## src/rtl/sp_pkg.sv

```systemverilog
// Shared definitions for the XADC read sequencer: FSM state encoding,
// DRP field widths and the DRP address builder.
package sp_pkg;

  localparam int DRP_ADDR_W = 7;
  localparam int CH_W       = 5;
  localparam int RES_W      = 12;

  typedef enum logic [2:0] {
    ST_IDLE      = 3'd0,
    ST_WAIT_EOC  = 3'd1,
    ST_READ      = 3'd2,
    ST_WAIT_DRDY = 3'd3,
    ST_HOLD      = 3'd4
  } state_t;

  // XADC status registers sit at the channel number itself, upper bits zero.
  function automatic logic [DRP_ADDR_W-1:0] drp_addr(input logic [CH_W-1:0] ch);
    return {{(DRP_ADDR_W-CH_W){1'b0}}, ch};
  endfunction

endpackage

```

## src/rtl/drdy_watchdog.sv

```systemverilog
// Cycle counter that flags a DRP read whose DRDY has not arrived within
// TIMEOUT cycles of waiting.
module drdy_watchdog #(
  parameter int TIMEOUT = 255
) (
  input  logic CLK,
  input  logic RESET_N,
  input  logic clear_i,
  input  logic enable_i,
  output logic expired_o
);

  localparam int CW = (TIMEOUT < 2) ? 1 : $clog2(TIMEOUT);
  localparam logic [CW-1:0] LIMIT = CW'(TIMEOUT - 1);

  logic [CW-1:0] cnt_q;

  // Count waiting cycles; saturate at the limit so expiry stays asserted.
  always_ff @(posedge CLK) begin
    if (!RESET_N) begin
      cnt_q <= '0;
    end else if (clear_i) begin
      cnt_q <= '0;
    end else if (enable_i && (cnt_q != LIMIT)) begin
      cnt_q <= cnt_q + CW'(1);
    end else begin
      cnt_q <= cnt_q;
    end
  end

  // Expires on the TIMEOUT-th enabled cycle without a clear.
  assign expired_o = enable_i && (cnt_q == LIMIT);

endmodule

```

## src/rtl/adc_read_sequencer.sv

```systemverilog
// Waits for XADC end-of-conversion, reads the channel result over DRP,
// averages 2^AVG_LOG2 reads and offers the average on a valid/ready port.
module adc_read_sequencer
  import sp_pkg::*;
#(
  parameter int AVG_LOG2 = 2,
  parameter int TIMEOUT  = 255
) (
  input  logic                  CLK,
  input  logic                  RESET_N,
  input  logic                  ENABLE,
  input  logic [CH_W-1:0]       CHANNEL,
  input  logic                  EOC,
  input  logic                  DRDY,
  input  logic [15:0]           DO,
  output logic                  DEN,
  output logic [DRP_ADDR_W-1:0] DADDR,
  output logic                  DWE,
  output logic [RES_W-1:0]      SAMPLE,
  output logic                  SAMPLE_VALID,
  input  logic                  SAMPLE_READY,
  output logic                  TIMEOUT_ERR,
  output logic                  OVERRUN
);

  localparam int AW = RES_W + AVG_LOG2;
  localparam int CW = AVG_LOG2 + 1;
  localparam logic [CW-1:0] NSAMP = CW'(2 ** AVG_LOG2);

  state_t           state_q;
  logic [CH_W-1:0]  ch_q;
  logic             den_q;
  logic [RES_W-1:0] sample_q;
  logic             sample_valid_q;
  logic             timeout_err_q;
  logic             overrun_q;
  logic [AW-1:0]    acc_q;
  logic [CW-1:0]    cnt_q;

  logic [AW-1:0]    acc_d;
  logic [CW-1:0]    cnt_d;
  logic             wd_expired_s;
  state_t           resume_s;
  logic             do_lsb_unused;

  // The low nibble of DO carries no result bits for a 12-bit XADC code.
  assign do_lsb_unused = ^DO[3:0];

  assign acc_d    = acc_q + AW'(DO[15:4]);
  assign cnt_d    = cnt_q + CW'(1);
  assign resume_s = ENABLE ? ST_WAIT_EOC : ST_IDLE;

  drdy_watchdog #(
    .TIMEOUT (TIMEOUT)
  ) u_watchdog (
    .CLK       (CLK),
    .RESET_N   (RESET_N),
    .clear_i   (state_q == ST_READ),
    .enable_i  (state_q == ST_WAIT_DRDY),
    .expired_o (wd_expired_s)
  );

  // Sequencer FSM with all outputs registered.
  always_ff @(posedge CLK) begin
    if (!RESET_N) begin
      state_q        <= ST_IDLE;
      ch_q           <= '0;
      den_q          <= 1'b0;
      sample_q       <= '0;
      sample_valid_q <= 1'b0;
      timeout_err_q  <= 1'b0;
      overrun_q      <= 1'b0;
      acc_q          <= '0;
      cnt_q          <= '0;
    end else begin
      den_q <= 1'b0;
      case (state_q)
        ST_IDLE: begin
          acc_q <= '0;
          cnt_q <= '0;
          if (ENABLE) begin
            state_q <= ST_WAIT_EOC;
          end
        end
        ST_WAIT_EOC: begin
          if (!ENABLE) begin
            state_q <= ST_IDLE;
          end else if (EOC) begin
            ch_q    <= CHANNEL;
            den_q   <= 1'b1;
            state_q <= ST_READ;
          end
        end
        ST_READ: begin
          state_q <= ST_WAIT_DRDY;
        end
        ST_WAIT_DRDY: begin
          // A disable here only takes effect once the DRP read has completed.
          if (DRDY) begin
            if (cnt_d == NSAMP) begin
              sample_q       <= RES_W'(acc_d >> AVG_LOG2);
              sample_valid_q <= 1'b1;
              acc_q          <= '0;
              cnt_q          <= '0;
              state_q        <= ST_HOLD;
            end else if (ENABLE) begin
              acc_q   <= acc_d;
              cnt_q   <= cnt_d;
              state_q <= ST_WAIT_EOC;
            end else begin
              acc_q   <= '0;
              cnt_q   <= '0;
              state_q <= ST_IDLE;
            end
          end else if (wd_expired_s) begin
            timeout_err_q <= 1'b1;
            acc_q         <= '0;
            cnt_q         <= '0;
            state_q       <= resume_s;
          end
        end
        ST_HOLD: begin
          if (SAMPLE_READY) begin
            sample_valid_q <= 1'b0;
            state_q        <= resume_s;
          end else if (EOC) begin
            overrun_q <= 1'b1;
          end
        end
        default: begin
          acc_q   <= '0;
          cnt_q   <= '0;
          state_q <= ST_IDLE;
        end
      endcase
    end
  end

  assign DEN          = den_q;
  assign DADDR        = drp_addr(ch_q);
  assign DWE          = 1'b0;
  assign SAMPLE       = sample_q;
  assign SAMPLE_VALID = sample_valid_q;
  assign TIMEOUT_ERR  = timeout_err_q;
  assign OVERRUN      = overrun_q;

endmodule
```

## config.mk

```make
export PLATFORM = sky130hd
export DESIGN_NAME = adc_read_sequencer
export DESIGN_NICKNAME = d
export VERILOG_FILES = /design/src/rtl/sp_pkg.sv /design/src/rtl/drdy_watchdog.sv /design/src/rtl/adc_read_sequencer.sv
export SDC_FILE = /design/constraint.sdc
export NUM_CORES = 1
export LEC_CHECK = 0
export CORE_AREA = 2 2 76 78
export DETAILED_ROUTE_END_ITERATION = 10
export DIE_AREA = 0 0 78 80
export GPL_TIMING_DRIVEN = 0
export PLACE_DENSITY = 0.87
export SYNTH_ARGS = -nofsm -noshare
export SYNTH_HDL_FRONTEND = slang
export SYNTH_SLANG_ARGS = --single-unit
```

## constraint.sdc

```tcl
create_clock -name CLK -period 3.2 [get_ports CLK]
set_clock_uncertainty 0.2 [all_clocks]
set_input_delay 0.64 -clock CLK [delete_from_list [all_inputs] [get_ports CLK]]
set_output_delay 0.64 -clock CLK [all_outputs]
set_load 0.05 [all_outputs]
```

==> impl_metrics.ini <==
[critical_path]
cp_max_fo = 4
cp_slowest_cell = or4b_1
crit_arrival_ns = 3.08
crit_type = input port to register
r2r_cells = 9
reg2reg_slack_ns = 0.62
start_kind = input port
crit_family = simple AND/OR/NAND/NOR gates
crit_path_end_kind = register
crit_chain = clkdlybuf4s50_1 -> ha_1 -> inv_1 -> fa_1 -> and2b_1 -> o31a_2 -> o21ai_2 -> o21ba_1 -> or4b_1 -> nand3_1
path_depth = 10
slowest_delay_ns = 0.51
critPathBufInv = 2
required_ns = 3.25

[layout]
fill_cells = 452
antenna_cells = 0
drive_gt1_frac = 0.06486
nNetsFinal = 413
fin_util = 0.6215
layout-area-overhead-vs-synth_pct = 23.73

[power]
p_leak_nw = 1.283
cellPowerDensity_nw_per_um2 = 369.5
power_w = 0.001241
peakVddDrop_mv = 0.3185

[yosys]
synth_warnings = 0
yosys.area.top_type = dfxtp_1
synth_common_cells = 49 x dfxtp_1, 26 x nand2_1, 26 x o21ai_0
syn_area_um2 = 2715
synthMostInstantiatedCell = dfxtp_1
netlist_instances = 317
synth_seq_cells = 49
ys.flop_type = dfxtp_1
synth.distinct_cells = 56
ys_seq_area_frac = 0.3613
synth_edf_count = 0
async_flop_share = 0
synth_top_area_share = 0.3613
synth_area_leaders = dfxtp_1 36%, ha_1 7.4%, o21ai_0 4.8%
syn_avg_cell_area_um2 = 8.565

[sta]
hold_viol = 0
fmax_mhz = 330.4
drv_slew = 0
period_share = 0.9457
max-slew-margin-rel = 0.5989
tightest_slew_ns = 0.5976
final.setup.worst_slack_ns = 0.1737
timing.hold.ws_ns = 0.2681
rsz0062_at_grt = no
fin_crit_ns = 3.026
finalSetupViolCount = 0

[global_routing]
grt_pass1_wl_mm = 10.14
grt_overflow = 0
grt_max_degree = 15
antenna_found_initial = 0
track_usage = 0.2002
grt_pass1_vias = 2280

[placed_design]
routabilityCongestion = 0.9198
dp.final_hpwl_mm = 4.475
pre_cts_ws_ns = -0.1312
port_buffers = 43

[worst_hold_path]
hp-class = register to register
hold_depth = 2

[drt]
routedWlPerCell_um = 13.36
first_pass_iters = 4
drt-initial-drc-count = 87
drt-total-wl_mm = 5.905
post_drt_via_cell_ratio = 5.459
antenna_left = 0
route.vias.total = 2413
drc_errors = 0

[clocking]
root_buffer = clkbuf_8
post_cts_resized = 0
post_cts_buffers = 0
cts_buffer_depth = 2
cts_inserted_buffers = 5
h-tree-depth = 2
hold_buffers = 0
cts_tree = built
clock_sinks = 49
clk_latency_ns = 0.30
clk_pin_slew_ns = 0.09

[run]
maxCapViolCount = 0

[floorplan]
start_util = 0.5023
die_h_um = 80
core-area_um2 = 5405
rows = 27
dieArea_um2 = 6240
die_w_um = 78
io_pins = 51

[status]
status = finished clean
-- cell families (layout without fill, tap and decap cells) --
family,count (synthesis),in the layout,synth area share
xor gates and xnor gates,16,16,0.05161
buffers and inverters,26,77,0.04470
and+or+nand+nor,118,118,0.2346
DFF,49,49,0.3613
adders and majority gates,17,17,0.08111
other,1,3,0.001381
AOI/OAI and AO/OA,84,84,0.2032
muxes,6,6,0.02212
-- where the power goes --
group | switching (W) | internal (W)
Combinational | 0.0000972 | 0.0000710
Clock | 0.000198 | 0.000255
Sequential | 0.00000414 | 0.000616
Total | 0.000300 | 0.000942
-- layout by cell type (no fill, tap or decap), types with 3 or more instances in the layout --
cell type	netlist	routed
xnor2_1	6	6
or3_1	3	3
nand2_1	26	26
nor2_1	18	18
clkbuf_8	0	6
nand4_1	7	7
o21a_1	6	6
a22oi_1	3	3
nor3_1	6	6
conb_1	1	3
mux2i_1	6	6
clkbuf_1	10	11
a21oi_1	17	17
buf_2	4	4
ha_1	16	16
a21o_1	5	5
o21ai_0	26	26
nand2b_1	5	5
buf_4	3	3
and2_1	6	6
nand3_1	15	15
nor2b_1	16	16
a211oi_1	4	4
dfxtp_1	49	49
inv_1	8	8
xor2_1	10	10
clkdlybuf4s50_1	0	43
-- area by class of cell --
cell class	instances	area (µm²)	share of cell area
Buffer	18	91.34	0.02719
Clock buffer	7	86.33	0.02570
Clock inverter	1	30.03	0.008939
Inverter	8	30.03	0.008939
Multi-Input combinational cell	244	1620	0.4823
Sequential cell	49	980.9	0.2920
Tap cell	72	90.09	0.02682
Timing Repair Buffer	43	430.4	0.1281
-- metal layers --
layer,routed length (µm),part of all wire,up-vias,GRT usage
li1,-,-,1233,-
met1,2710,0.46,1106,0.2505
met2,2826,0.48,63,0.3457
met3,275,0.047,11,0.03733
met4,93,0.016,0,0.06842
met5,0,0,-,0
-- state kept, by name (all words and copies together) (netlist names) --
register	count
state_q	3
u_watchdog.cnt_q	8
acc_q	14
TIMEOUT_ERR	1
cnt_q	3
OVERRUN	1
SAMPLE	12
ch_q	5
DEN	1
SAMPLE_VALID	1
-- worst paths after layout --
path,startpoint,endpoint
max,DO[4],SAMPLE[8]
min,acc_q[10],acc_q[10]
max reg2reg,acc_q[0],SAMPLE[8]
min reg2reg,acc_q[10],acc_q[10]
-- stage by stage --
step	area [µm²]	cells	TNS (ns)
floorplan	2723	319	0
global placement	3243	434	-0.08563
detailed placement	3243	434	-0.1312
CTS	3359	442	0
global route	3359	442	0
finish	3359	442	0
-- worst register-to-register path, cell delays in order (launching register included) --
cell and delay [ns]:
dfxtp_1 0.34, ha_1 0.19, inv_1 0.07, fa_1 0.40, and2b_1 0.23, o31a_2 0.16
o21ai_2 0.10, o21ba_1 0.25, or4b_1 0.51, nand3_1 0.08
Power figures use the tool's default switching activity.
